File: config.mk
export PLATFORM = sky130hd
export DESIGN_NAME = i281_code_loader
export DESIGN_NICKNAME = d
export VERILOG_FILES = /design/src/rtl/i281_pkg.sv /design/src/rtl/i281_code_bank.sv /design/src/rtl/i281_code_loader.sv
export SDC_FILE = /design/constraint.sdc
export NUM_CORES = 1
export LEC_CHECK = 0
export BUFFER_PORTS_ARGS = -buffer_cell sky130_fd_sc_hd__buf_4
export CAP_MARGIN = 20
export CORE_MARGIN = 2
export CORE_UTILIZATION = 51
export DETAILED_ROUTE_END_ITERATION = 8
export GPL_TIMING_DRIVEN = 0
export PLACE_DENSITY = 0.78
export SLEW_MARGIN = 20
export SYNTH_ARGS = -nofsm -noshare
export SYNTH_HDL_FRONTEND = slang
export SYNTH_HIERARCHICAL = 1
export SYNTH_SLANG_ARGS = --single-unit
File: constraint.sdc
create_clock -name clk -period 7.1 [get_ports clk]
set_clock_uncertainty 0.1 [all_clocks]
set_input_delay 0.355 -clock clk [delete_from_list [all_inputs] [get_ports clk]]
set_output_delay 0.355 -clock clk [all_outputs]
set_load 0.02 [all_outputs]
File: src/rtl/i281_pkg.sv
`default_nettype none
// ============================================================================
// Module   : i281_pkg
// Brief    : Shared i281 code-memory constants and code-loader state type.
// Revision : 1.0
// ============================================================================
package i281_pkg;

  localparam int I281_CODE_DEPTH = 16;
  localparam int I281_INSTR_W    = 16;

  typedef enum logic [1:0] {
    INIT    = 2'd0,
    IDLE    = 2'd1,
    LOAD_HI = 2'd2,
    LOAD_LO = 2'd3
  } code_ld_state_t;

endpackage
`default_nettype wire

File: src/rtl/i281_code_bank.sv
`default_nettype none
// ============================================================================
// Module   : i281_code_bank
// Brief    : DEPTH x WIDTH register array, async clear, one write port,
//            combinational read port.
// Revision : 1.0
// ============================================================================
module i281_code_bank
  import i281_pkg::*;
#(
  parameter int DEPTH  = I281_CODE_DEPTH,
  parameter int WIDTH  = I281_INSTR_W,
  parameter int ADDR_W = $clog2(DEPTH)
) (
  input  logic              clk,
  input  logic              rst,
  input  logic              we,
  input  logic [ADDR_W-1:0] waddr,
  input  logic [WIDTH-1:0]  wdata,
  input  logic [ADDR_W-1:0] raddr,
  output logic [WIDTH-1:0]  rdata
);

  logic [WIDTH-1:0] r_mem [DEPTH];

  always_ff @(posedge clk or posedge rst) begin
    if (rst) begin
      for (int i = 0; i < DEPTH; i++) begin
        r_mem[i] <= '0;
      end
    end else if (we) begin
      r_mem[waddr] <= wdata;
    end
  end

  // No write bypass: a written word becomes visible the cycle after its edge.
  assign rdata = r_mem[raddr];

endmodule
`default_nettype wire

File: src/rtl/i281_code_loader.sv
`default_nettype none
// ============================================================================
// Module   : i281_code_loader
// Brief    : Upper-half i281 instruction bank; copies power-on words after
//            reset and accepts byte-serial reloads from the host.
// Revision : 1.0
// ============================================================================
module i281_code_loader
  import i281_pkg::*;
#(
  parameter int DEPTH  = I281_CODE_DEPTH,
  parameter int WIDTH  = I281_INSTR_W,
  parameter int ADDR_W = $clog2(DEPTH)
) (
  input  logic               clk,
  input  logic               rst,
  input  logic [WIDTH-1:0]   b0I,
  input  logic [WIDTH-1:0]   b1I,
  input  logic [WIDTH-1:0]   b2I,
  input  logic [WIDTH-1:0]   b3I,
  input  logic [WIDTH-1:0]   b4I,
  input  logic [WIDTH-1:0]   b5I,
  input  logic [WIDTH-1:0]   b6I,
  input  logic [WIDTH-1:0]   b7I,
  input  logic [WIDTH-1:0]   b8I,
  input  logic [WIDTH-1:0]   b9I,
  input  logic [WIDTH-1:0]   b10I,
  input  logic [WIDTH-1:0]   b11I,
  input  logic [WIDTH-1:0]   b12I,
  input  logic [WIDTH-1:0]   b13I,
  input  logic [WIDTH-1:0]   b14I,
  input  logic [WIDTH-1:0]   b15I,
  input  logic [ADDR_W-1:0]  rd_addr,
  output logic [WIDTH-1:0]   rd_data,
  input  logic               ld_start,
  input  logic               ld_valid,
  input  logic [WIDTH/2-1:0] ld_byte,
  output logic               ld_ready,
  output logic               ld_busy,
  output logic               ld_done,
  output logic [ADDR_W:0]    ld_count
);

  localparam logic [ADDR_W-1:0] c_last = ADDR_W'(DEPTH - 1);
  localparam logic [ADDR_W:0]   c_full = (ADDR_W + 1)'(DEPTH);

  code_ld_state_t      r_state, w_state_nxt;
  logic [ADDR_W-1:0]   r_idx;
  logic [ADDR_W:0]     r_count;
  logic [WIDTH/2-1:0]  r_hi;
  logic                r_done;

  logic                w_we;
  logic [WIDTH-1:0]    w_wdata;
  logic                w_adv;
  logic                w_clr;
  logic                w_hi_ld;
  logic                w_done_nxt;
  logic [WIDTH-1:0]    w_binit [DEPTH];

  assign w_binit[0]  = b0I;
  assign w_binit[1]  = b1I;
  assign w_binit[2]  = b2I;
  assign w_binit[3]  = b3I;
  assign w_binit[4]  = b4I;
  assign w_binit[5]  = b5I;
  assign w_binit[6]  = b6I;
  assign w_binit[7]  = b7I;
  assign w_binit[8]  = b8I;
  assign w_binit[9]  = b9I;
  assign w_binit[10] = b10I;
  assign w_binit[11] = b11I;
  assign w_binit[12] = b12I;
  assign w_binit[13] = b13I;
  assign w_binit[14] = b14I;
  assign w_binit[15] = b15I;

  always_ff @(posedge clk or posedge rst) begin
    if (rst) begin
      r_state <= INIT;
    end else begin
      r_state <= w_state_nxt;
    end
  end

  always_comb begin
    w_state_nxt = r_state;
    w_we        = 1'b0;
    w_wdata     = w_binit[r_idx];
    w_adv       = 1'b0;
    w_clr       = 1'b0;
    w_hi_ld     = 1'b0;
    w_done_nxt  = 1'b0;
    ld_busy     = 1'b1;
    ld_ready    = 1'b0;
    case (r_state)
      INIT: begin
        w_we  = 1'b1;
        w_adv = 1'b1;
        if (r_idx == c_last) begin
          w_state_nxt = IDLE;
          w_done_nxt  = 1'b1;
        end
      end
      IDLE: begin
        ld_busy = 1'b0;
        if (ld_start) begin
          w_clr       = 1'b1;
          w_state_nxt = LOAD_HI;
        end
      end
      LOAD_HI: begin
        ld_ready = 1'b1;
        if (ld_valid) begin
          w_hi_ld     = 1'b1;
          w_state_nxt = LOAD_LO;
        end
      end
      LOAD_LO: begin
        ld_ready = 1'b1;
        w_wdata  = {r_hi, ld_byte};
        if (ld_valid) begin
          w_we  = 1'b1;
          w_adv = 1'b1;
          if (r_idx == c_last) begin
            w_state_nxt = IDLE;
            w_done_nxt  = 1'b1;
          end else begin
            w_state_nxt = LOAD_HI;
          end
        end
      end
      default: begin
        w_state_nxt = INIT;
      end
    endcase
  end

  // idx wraps 15->0 only on the same edge that leaves for IDLE.
  always_ff @(posedge clk or posedge rst) begin
    if (rst) begin
      r_idx   <= '0;
      r_count <= '0;
      r_hi    <= '0;
      r_done  <= 1'b0;
    end else begin
      r_done <= w_done_nxt;
      if (w_hi_ld) begin
        r_hi <= ld_byte;
      end
      if (w_clr) begin
        r_idx   <= '0;
        r_count <= '0;
      end else if (w_adv) begin
        r_idx <= r_idx + 1'b1;
        if (r_count != c_full) begin
          r_count <= r_count + 1'b1;
        end
      end
    end
  end

  assign ld_done  = r_done;
  assign ld_count = r_count;

  i281_code_bank #(
    .DEPTH  (DEPTH),
    .WIDTH  (WIDTH),
    .ADDR_W (ADDR_W)
  ) u_bank (
    .clk   (clk),
    .rst   (rst),
    .we    (w_we),
    .waddr (r_idx),
    .wdata (w_wdata),
    .raddr (rd_addr),
    .rdata (rd_data)
  );

endmodule
`default_nettype wire

# Word-level counts from Yosys, hierarchy flattened
# Index checks and enable logic that the tools add are counted.
op_classes:
  addsub: 2
  magnitude_cmp: 3
  eq_ne: 9
  mux: 31
  n_bitwise: 2
  reduce_logical: 7
ops:
  columns: ["op", "n"]
  rows:
  - ["$bwmux W256", 1]
  - ["$bmux W16 S4", 2]
  - ["$mux W16", 6]
  - ["$demux W16 S4", 1]
  - ["$mux W5", 3]
  - ["$ge A5 B5 Y1 const B", 2]
  - ["$mux W2", 5]
  - ["$not A4 Y5", 2]
  - ["$mux W1", 8]
  - ["$mux W4", 2]
  - ["$ne A2 B2 Y1 const B", 4]
  - ["$pmux W2 S4", 1]
  - ["$add A5 B1 Y5 const B", 1]
  - ["$lt A5 B1 Y1 const B", 1]
  - ["$ne A5 B5 Y1 const B", 1]
  - ["$add A4 B1 Y4 const B", 1]
  - ["$eq A2 B2 Y1 const B", 2]
  - ["$eq A4 B4 Y1 const B", 1]
  - ["$pmux W1 S2", 2]
  - ["$reduce_and A4 Y1", 1]
  - ["$reduce_bool A2 Y1", 2]
  - ["$eq A2 B1 Y1 const B", 1]
  - ["$logic_not A2 Y1", 1]
  - ["$reduce_and A2 Y1", 1]
  - ["2 further kinds", 2]
totals:
  regBits: 276
  output_inout_bits: 24

# Longest topological paths before layout
# Gate-level depths: netlist of run 1.
logic_depth:
  ltp_word: 6
  mapped_depth: 9
  mapped_depth_nobuf: 7

# Hierarchy
# Netlist of run 1, hierarchy kept.
by_module_without_submodules:
  columns: ["mod", "instances", "cells_per_inst", "area_each_um2", "seq_area_each_um2"]
  rows:
  - ["i281_code_bank", 1, 716, 11581.1, 6406.1]
  - ["i281_code_loader", 1, 249, 3238.1, 500.5]

# Least setup slack after synthesis of run 1
# OpenSTA, ideal clock, no wires.
synth_timing:
  kind: "flip-flop to flip-flop"
  start: "register r_state[0]"
  end: "register u_bank/r_mem[48] (netlist bit)"
  setup_time_ns: 0.125
  t_arrival_ns: 2.511
  slack_ns: 4.365
  stages_incl_launch_ff: 9
  n_path_buf: 2
  cell_sequence: "dfrtp_1 -> inv_1 -> ha_1 -> buf_1 -> nor2_1 -> nand2_1 -> nor3_2 -> buf_6 -> mux2_2"
synth_via:
  elab_cells_between_ends: 5
synth_lines:
  columns: ["element", "line_no", "rtl"]
  rows:
  - ["from (decl)", "i281_code_loader.sv:47", "code_ld_state_t r_state, w_state_nxt;"]
  - ["from (signal assigned)", "i281_code_loader.sv:82", "r_state <= w_state_nxt;"]
  - ["$eq A2 B2 Y1 / $logic_not A2 Y1 (equally long branches)", null, null]
  - ["$pmux W1 S2 *", null, null]
  - ["net w_adv", "i281_code_loader.sv:55", "logic w_adv;"]
  - ["to (signal, indexed assignment)", "i281_code_bank.sv:32", "r_mem[waddr] <= wdata;"]
  - ["to (decl)", "i281_code_bank.sv:24", "logic [WIDTH-1:0] r_mem [DEPTH];"]
# Mark *: on every way through the listed nets, which the timed path passes. The rest lies on a longest branch.
# A chain may end at the register's enable or synchronous reset.

# Worst setup path in the final report of run 1
layout_timing:
  start: "register r_state[0]"
  end: "register u_bank/r_mem[83] (netlist bit)"
# The elaborated chain is that of the path after synthesis.

==> metrics.yaml, run 1 <==
synthTopCellsByArea: "dfrtp_1 (47%), mux2_2 (20%), mux4_2 (19%)"
place_area_um2: 17700
yosysUniqueCellTypes: 44
synth_seq_area_share_pct: 46.6
postRouteWirelength_mm: 45.2
rsz0062_at_grt: "false"
syn_area_per_cell_um2: 15.4
drt_iter0_markers: 756
cts_tree: "built"
power_leakage_nw: 8.70
setup_tns_ns: 0
die_h_um: 174
postLayoutCellArea_um2: 18600
cts_max_path_buffers: 3
synth_cells: 965
wire_per_inst_um: 26.3
num_rows: 62
fmax_mhz: 274
grt_start_max_net_pins: 35
arrival_ns: 3.96
outcome: "finished clean"
h-tree-depth: 1
ys.flop_type: "dfrtp_1"
min_period_ns: 3.65
synth_xor_area_share_pct: 0.414
ys_warn_count: 6
nNetsFinal: 1583
mappedNetlistNets: 1246
ios: 296
firstDrtPassIters: 5
min_path_type: "input pin to register"
finalSetupViolCount: 0
antenna_found_initial: 15
fin_util_pct: 64.9
crit_required_ns: 7.41
grt_pass1_wl_mm: 68.5
synth_top_area_share_pct: 46.6
die_x_um: 174
synthToLayoutAreaGrowth_pct: 25.4
synth_top_family_by_area: "multiplexers"
cts.clk_slew.worst_paths_ns: 0.06
dp.final_hpwl_mm: 35.6
worstSetupStartpointType: "register"
cts_setup_buffers: 0
dieArea_um2: 30400
relSlewSlack_pct: 39.2
clk_latency_ns: 0.53
dr_total_vias: 10211
vdd_drop_max_mv: 0.296
cts_resized: 0
yosysTopAreaCell: "dfrtp_1"
remaining_drc_errors: 0
finalCritPeriodShare_pct: 51.5
powerDensity_nw_per_um2: 315
cap_violations: 0
track_usage_pct: 30.2
worstMarginPinSlew_ns: 0.912
clock-root-buffer: "clkbuf_16"
synth-async-reset-ratio_pct: 100
ctsHoldBuffers: 7
slew_violations: 0
ys_ff_latch: 276
port_buffers: 293
start_util_pct: 51.8
synth_compound_area_share_pct: 4.46
gp_congestion: 0.940
path_class: "register to register"
cts_buffers: 27
synthMuxAreaShare_pct: 40.7
core_um2: 28600
cp_max_fo: 10
synthSimpleGateAreaFrac_pct: 2.87
p_total_w: 0.00586
gr-total-overflow: 0
synth_fa_ha_area_share_pct: 0.760
critPathCaptureType: "register"
viasPerCell: 5.95
fillCellCount: 2128
syn_area_um2: 14800
ant_nets: 0
cts.sinks: 276
hold_viol_final: 0
grt_pass1_vias: 11234
drive_gt1_share_pct: 61.0
synth_edf_count: 0
==> sequential cells by signal (all words and copies together) (netlist names) <==
signal	cells
r_hi	8
r_idx	4
ld_count	5
r_state	2
ld_done	1
u_bank/r_mem	256
==> cell usage after synthesis (2+ instances only) <==
library cell / number
buf_2: 25
ha_1: 9
dfrtp_1: 276
a21o_1: 16
or3_1: 2
buf_6: 13
clkbuf_1: 25
nor2_1: 12
o21ai_0: 2
nor3_2: 4
nor4b_1: 3
nor3_1: 2
nand3b_1: 2
xnor2_1: 7
buf_12: 2
nand2b_1: 5
a211oi_1: 16
nor2b_1: 2
o22ai_1: 16
nor2_2: 6
mux2i_1: 17
buf_1: 6
inv_1: 8
a21oi_1: 6
buf_4: 14
or2_2: 2
nand2_1: 23
a22oi_1: 32
buf_8: 4
mux2_2: 262
mux4_2: 128
nor3b_1: 3
nand3_1: 4
==> per-layer routing <==
layer / GRT usage (%) / routed length, um / up-vias
li1: - / - / 4411
met1: 36.8 / 17100 / 5316
met2: 52.4 / 23600 / 384
met3: 4.81 / 2370 / 96
met4: 15.0 / 1990 / 4
met5: 0 / 50 / -
==> cell type report <==
class	count	area, um^2	share of cell area [%]
tap	384	480	2.59
clock buffer	40	764	4.11
buffer	89	593	3.19
timing repair buffer	308	2430	13.1
inverter	8	33.8	0.182
sequential	276	6910	37.2
clock inverter	6	55.1	0.296
multi-input combinational	592	7290	39.2
antenna	13	32.5	0.175
==> through the flow <==
step	hold WS, ns	instances	setup WS [ns]
after floorplan	0.219	965	3.27
after global placement	0.371	1642	1.84
after detailed placement	0.315	1650	3.59
after CTS	0.00281	1703	3.56
after global routing	0.0121	1714	3.34
final	0.0103	1716	3.45
==> critical path, cell delays in order, from the launching register on <==
cell and delay (ns):
dfrtp_1 0.45, inv_1 0.14, ha_1 0.32, buf_1 0.23, nor2_1 0.65, nand2_1 0.37
nor3_2 0.66, buf_6 0.26, mux2_2 0.34
==> cell usage in the layout (no fill, tap or decap), drive strengths merged <==
master	instances
clkbuf	65
or3	2
nand2	23
dlygate4sd3	7
nor4bb	1
o21ba	1
nor3b	3
nand3	5
a221oi	1
a41oi	1
a21oi	6
bufinv	1
a21o	16
nor2	18
dfrtp	276
and2	1
a211oi	16
or2	2
clkinvlp	1
mux2	264
a31oi	1
nor3	6
buf	365
o21ai	2
ha	9
nor2b	2
mux4	128
nand3b	2
diode	13
clkinv	5
mux2i	17
nand2b	5
nor4	1
nor4b	3
a22oi	32
inv	7
and3	1
xnor2	7
o22ai	16
==> cells by family after synthesis <==
family | count (synthesis)
AO/OA/AOI/OAI | 92
buffers and inverters | 97
XOR/XNOR | 7
AND/OR/NAND/NOR | 75
multiplexers | 409
flip-flops | 276
adder cells (fa/ha/maj) | 9
==> report_power, final <==
group          internal, W  leakage, nW  switching, W
Sequential         0.00190         3.73      0.000178
Combinational      0.00113         4.57       0.00130
Clock             0.000775        0.406      0.000578
Total              0.00381         8.70       0.00205
==> worst paths after layout <==
| kind | startpoint | end | slack (ns) | depth (start not counted) |
|---|---|---|---|---|
| max in group asynchronous | rst | u_bank/r_mem[245] | 5.39 | 8 |
| max reg2reg | r_state[0] | u_bank/r_mem[83] | 3.45 | 8 |
| min | ld_byte[3] | r_hi[3] | 0.01 | 2 |
| min reg2reg | u_bank/r_mem[245] | u_bank/r_mem[245] | 0.40 | 1 |
| min in group asynchronous | rst | u_bank/r_mem[13] | 0.33 | 4 |
| max | r_state[0] | u_bank/r_mem[83] | 3.45 | 8 |
(Power assumes the default switching activity.)
==> run 2, diff against run 1 <==
clock period = 3.3 ns   (was 7.1 ns; I/O delays follow)
==> run 2 against run 1 <==
- via count increased by 0.75%
- non-clock buffer count increased by 7
- global-route usage about the same
- core utilization increased by 0.33 points
- critical endpoint is now u_bank/r_mem[118]
- highest routed layer unchanged
==> metrics.yaml, run 2 (same netlist as run 1, synthesis figures left out) <==
die_x_um: 174  # unchanged
rsz0062_at_grt: "false"
multiInputGateArea_um2: 7320  # +0.41%
ios: 296  # unchanged
finalSetupViolCount: 0  # unchanged
clkPwrFrac_pct: 23.0  # about the same
die_h_um: 174  # unchanged
clk_latency_ns: 0.53  # about the same
wire_per_inst_um: 26.2  # -0.35%
viasPerCell: 5.97  # +0.29%
cap_violations: 0  # unchanged
dp.final_hpwl_mm: 35.6  # unchanged
synthToLayoutAreaGrowth_pct: 26.1
power_leakage_nw: 8.74  # +0.51%
regArea_um2: 6910  # unchanged
slew_violations: 0  # unchanged
cts_max_path_buffers: 3  # unchanged
h-tree-depth: 1  # unchanged
fillCellCount: 2120  # -0.38%
postLayoutCellArea_um2: 18700  # +0.51%
setup_slack_ns: 0.191  # -3.26 ns
pre_cts_ws_ns: -0.214  # -3.80 ns
num_rows: 62  # unchanged
layout_commonest_cell: "buf_4"
cts.sinks: 276  # unchanged
path_class: "register to register"
drt_iter0_markers: 718  # -5.0%
outcome: "finished clean"
drive_gt1_share_pct: 61.0  # about the same
dr_total_vias: 10288  # +0.75%
critPathCaptureType: "register"
gp_congestion: 0.940  # unchanged
vdd_drop_max_mv: 0.636  # +110%
p_int_w: 0.00820  # +120%
fmax_mhz: 322  # +18%
r2r-start: "r_state[0]"
core_um2: 28600  # unchanged
place_area_um2: 17700  # unchanged
relSlewSlack_pct: 40.5  # +1.3 points
port_buffers: 293  # unchanged
cts.clk_slew.worst_paths_ns: 0.06  # about the same
cts_tree: "built"
antenna_found_initial: 15  # unchanged
largest_reg_flops: 256  # unchanged
p_sw_share_pct: 35.1  # +0.080 points
crit_required_ns: 3.60  # -3.81 ns
gr-total-overflow: 0  # unchanged
p_seq_share_pct: 35.4  # about the same
start_util_pct: 51.8  # unchanged
worstMarginPinSlew_ns: 0.892  # -0.0194 ns
fin_util_pct: 65.3  # +0.33 points
final_cell_mix: "buf_4 (310), dfrtp_1 (276), mux2_2 (262)"
firstDrtPassIters: 5  # unchanged
switching_power_w: 0.00444  # +120%
nNetsFinal: 1590  # +0.44%
dieArea_um2: 30400  # unchanged
min_period_ns: 3.11  # -0.544 ns
postRouteWirelength_mm: 45.2  # +0.12%
remaining_drc_errors: 0  # unchanged
finalCritPeriodShare_pct: 94.2  # +43 points
worstSetupStartpointType: "register"
powerDensity_nw_per_um2: 677  # +110%
min_path_type: "input pin to asynchronous set/reset pin"
regMostFlops: "u_bank/r_mem"
grt_pass1_vias: 11265  # +0.28%
crit_start: "r_state[0]"
arrival_ns: 3.41  # -0.55 ns
hold_viol_final: 0  # unchanged
combPwrFrac_pct: 41.6  # +0.2 points
cp_max_fo: 10  # unchanged
ant_nets: 0  # unchanged
grt_pass1_wl_mm: 68.6  # +0.13%
grt_start_max_net_pins: 35  # unchanged
cts_buffers: 27  # unchanged
track_usage_pct: 30.2  # about the same
clock-root-buffer: "clkbuf_16"
-- run 2: changes by cell type in the layout (fill, tap and decap cells not counted), moves of 3 or more --
cell	delta
nor3_4	+3
buf_4	+3
dlygate4sd3_1	+4
nor3_2	-3
-- run 2: area by class of cell --
class,instances,share of cell area [%]
Multi-Input combinational cell,592,39.2
Inverter,8,0.181
Tap cell,384,2.57
Buffer,89,3.17
Clock inverter,6,0.295
Antenna cell,14,0.188
Clock buffer,40,4.09
Timing Repair Buffer,315,13.3
Sequential cell,276,37.0
-- run 2: power groups by stage --
stage	clock [W]	combinational [W]	sequential [W]
2_1_floorplan	0	0.00359	0.00441
5_1_grt	0.00310	0.00563	0.00455
3_3_place_gp	0	0.00499	0.00448
3_5_place_dp	0	0.00514	0.00452
6_report	0.00291	0.00525	0.00447
4_1_cts	0.00296	0.00519	0.00446
-- run 2: worst max-delay path, cell delays in order (launching register included) --
cell     delay, ns
dfrtp_1       0.45
inv_1         0.14
ha_1          0.32
buf_1         0.27
nor2_4        0.32
nand2_1       0.30
nor4_4        0.43
buf_4         0.29
mux2_2        0.36
-- run 2: metal layers --
layer,vias to the layer above,track usage [%],routed length [um]
li1,4425,-,-
met1,5367,36.8,17100
met2,394,52.4,23700
met3,100,4.81,2460
met4,2,15.0,2010
met5,-,0,13
-- run 2: worst paths after layout --
kind | endpoint | cells past startpoint | slack, ns
worst max-delay path | u_bank/r_mem[118] | 8 | 0.19
worst min-delay path | u_bank/r_mem[13] | 4 | 0.15
worst max register to register | u_bank/r_mem[118] | 8 | 0.19
worst min register to register | u_bank/r_mem[245] | 1 | 0.40
max in group asynchronous | u_bank/r_mem[245] | 8 | 1.77
min in group clk | r_hi[6] | 3 | 0.37
-- run 2: per-stage QoR --
| step | hold WS (ns) | setup TNS (ns) | std cells | power [W] |
|---|---|---|---|---|
| after detailed placement | 0.125 | -6.38 | 1650 | 0.00966 |
| after global placement | 0.270 | -446.38 | 1642 | 0.00947 |
| after global routing | 0.176 | 0 | 1721 | 0.0133 |
| final | 0.146 | 0 | 1724 | 0.0126 |
| after floorplan | 0.0288 | -86.18 | 965 | 0.00800 |
| after CTS | 0.130 | 0 | 1707 | 0.0126 |
-- run 2: what timing repair did --
item	CTS	global route
setup buffers	0	3
pin swaps	0	1
hold buffers	11	0
hold endpoints to repair	121	0
gates resized for setup	2	4
endpoints found under the setup margin	46	73
cloned	0	0
==> run 3, diff against run 2 <==
CORE_ASPECT_RATIO = 0.75   (was default)
CORE_UTILIZATION = 56   (was 51)
PLACE_DENSITY = 0.81   (was 0.78)
clock period = 3.2 ns   (was 3.3 ns; I/O delays follow)
==> run 3 against run 2 <==
- die area is 8.7% lower
- critical path type unchanged
- hold slack worse by 0.057 ns
- core utilization is 6.7 points higher
- clock-buffer cell count is 3 lower
- combinational power is 5.3% higher
- register-to-register slack worse by 0.11 ns
- cell count is 3.0% lower
- sequential cell count stayed put
==> metrics.yaml, run 3 (same netlist as run 1, synthesis figures left out) <==
grt_pass1_vias: 11115  # -1.3%
layout_commonest_cell: "buf_4"
arrival_ns: 3.43  # +0.02 ns
critPathCaptureType: "register"
cap_violations: 0  # unchanged
fmax_mhz: 321  # -0.23%
viasPerCell: 6.29  # +5.5%
slowest_stage: "dfrtp_1"
drive_gt1_share_pct: 61.8  # +0.81 points
slew_violations: 0  # unchanged
path_class: "register to register"
worstSetupStartpointType: "register"
core_um2: 26000  # -9.3%
cp_slowest_stage_delay_ns: 0.45  # about the same
h-tree-depth: 1  # unchanged
grt_pass1_wl_mm: 67.6  # -1.5%
outcome: "finished clean"
worstMarginPinSlew_ns: 0.903  # +0.0102 ns
cts.sinks: 276  # unchanged
regMostFlops: "u_bank/r_mem"
hold_viol_final: 0  # unchanged
remaining_drc_errors: 0  # unchanged
ant_nets: 0  # unchanged
firstDrtPassIters: 7  # +2
final_cell_mix: "buf_4 (313), dfrtp_1 (276), mux2_2 (262)"
wire_per_inst_um: 26.9  # +2.7%
fillCellCount: 1724  # -19%
min_period_ns: 3.12  # +0.00715 ns
finalCritPeriodShare_pct: 97.4  # +3.2 points
synthToLayoutAreaGrowth_pct: 26.2  # about the same
clk_latency_ns: 0.54  # about the same
rsz0062_at_grt: "false"
grt_start_max_net_pins: 36  # +2.9%
layout.cells.non_filler: 1672  # -3.0%
clock-root-buffer: "clkbuf_16"
crit_required_ns: 3.52  # -0.08 ns
antenna_found_initial: 1  # -14
cp_max_fo: 10  # unchanged
dr_total_vias: 10524  # +2.3%
die_x_um: 192  # +10%
cts_tree: "built"
largest_reg_flops: 256  # unchanged
ios: 296  # unchanged
dieArea_um2: 27800  # -8.7%
start_util_pct: 57.1  # +5.3 points
multiInputGateArea_um2: 7330  # +0.10%
dp.final_hpwl_mm: 34.8  # -2.4%
cts_buffers: 25  # -7.4%
nNetsFinal: 1591  # +0.063%
cts.clk_slew.worst_paths_ns: 0.07  # about the same
vdd_drop_max_mv: 0.531  # -16%
track_usage_pct: 33.4  # +3.2 points
antennaDiodeCount: 0  # -14
fin_util_pct: 72.0  # +6.7 points
die_h_um: 145  # -17%
regArea_um2: 6910  # unchanged
powerDensity_nw_per_um2: 716  # +5.8%
gr-total-overflow: 0  # unchanged
postRouteWirelength_mm: 45.0  # -0.44%
power_leakage_nw: 8.81  # +0.72%
place_inst: 1610  # -2.4%
port_buffers: 293  # unchanged
crit_path_cell_trace: "inv_1, ha_1, buf_1, nor2_4, nand3b_1, nor2_2, buf_4, mux2_2"
relSlewSlack_pct: 39.8  # -0.68 points
min_path_type: "input pin to asynchronous set/reset pin"
finalSetupViolCount: 0  # unchanged
gp_congestion: 1.01  # +7.2%
drt_iter0_markers: 757  # +5.4%
num_rows: 51  # -18%
cts_max_path_buffers: 3  # unchanged
-- run 3: changes by cell type in the layout (fill, tap and decap cells not counted), moves of 2 or more --
| cell | delta |
|---|---|
| diode_2 | -14 |
| bufinv_16 | +3 |
| clkinv_2 | -2 |
| clkbuf_8 | +3 |
| clkbuf_16 | -2 |
| clkbuf_2 | +5 |
| clkbuf_1 | -9 |
| buf_4 | +3 |
-- run 3: worst max-delay path, delay by kind of cell, from the launching register on --
| kind | cells | cell delay (ns) |
|---|---|---|
| multiplexers | 1 | 0.36 |
| buffers and inverters | 3 | 0.76 |
| flip-flops | 1 | 0.45 |
| AND/OR/NAND/NOR | 3 | 1.00 |
| adder cells (fa/ha/maj) | 1 | 0.31 |
-- run 3: metal layers --
metal	up-vias	part of all wire (%)	GRT usage, %
met3	78	9.4	10.4
met4	0	1.8	7.17
met5	-	0	0
met1	5591	45	48.9
li1	4438	-	-
met2	417	44	49.5
-- run 3: repair_timing --
item | in CTS | in global routing
buffers inserted | 6 | 0
hold endpoints to repair | 96 | 0
cloned | 0 | 0
hold buffers | 11 | 0
gates resized for setup | 5 | 13
endpoints found under the setup margin | 138 | 98
pin swaps | 4 | 0
-- run 3: metrics by stage --
stage               total power, W  TNS [ns]  worst slack, ns  area (um^2)  hold slack [ns]
detailed placement          0.0100    -16.28           -0.318        17600            0.103
floorplan                  0.00825   -110.50           -0.432        14800           0.0238
finish                      0.0134         0           0.0843        18700           0.0890
global route                0.0140         0           0.0204        18700            0.129
global placement           0.00986   -482.63            -1.89        17500            0.284
CTS                         0.0133         0           0.0264        18700           0.0933
-- run 3: report_power, final --
group / switching, W / leakage, nW / internal (W)
logic: 0.00300 / 4.64 / 0.00253
registers: 0.000410 / 3.73 / 0.00422
clock network: 0.00129 / 0.437 / 0.00192
total: 0.00471 / 8.81 / 0.00867
-- run 3: area by class of cell --
cell class / count / share of cell area [%]
clock inverter: 8 / 0.770
clock buffer: 37 / 3.96
multi-input combinational: 592 / 39.2
tap: 344 / 2.30
inverter: 8 / 0.181
timing repair buffer: 318 / 13.5
sequential: 276 / 36.9
buffer: 89 / 3.21
-- run 3: worst paths after layout --
path | from | endpoint | slack [ns] | depth (start not counted)
hold / removal | rst | u_bank/r_mem[17] | 0.09 | 3
setup reg to reg | r_state[0] | u_bank/r_mem[146] | 0.08 | 8
max in group asynchronous | rst | u_bank/r_mem[253] | 1.70 | 7
hold reg to reg | u_bank/r_mem[231] | u_bank/r_mem[231] | 0.39 | 1
setup / recovery | r_state[0] | u_bank/r_mem[146] | 0.08 | 8
min in group clk | ld_byte[2] | r_hi[2] | 0.35 | 3
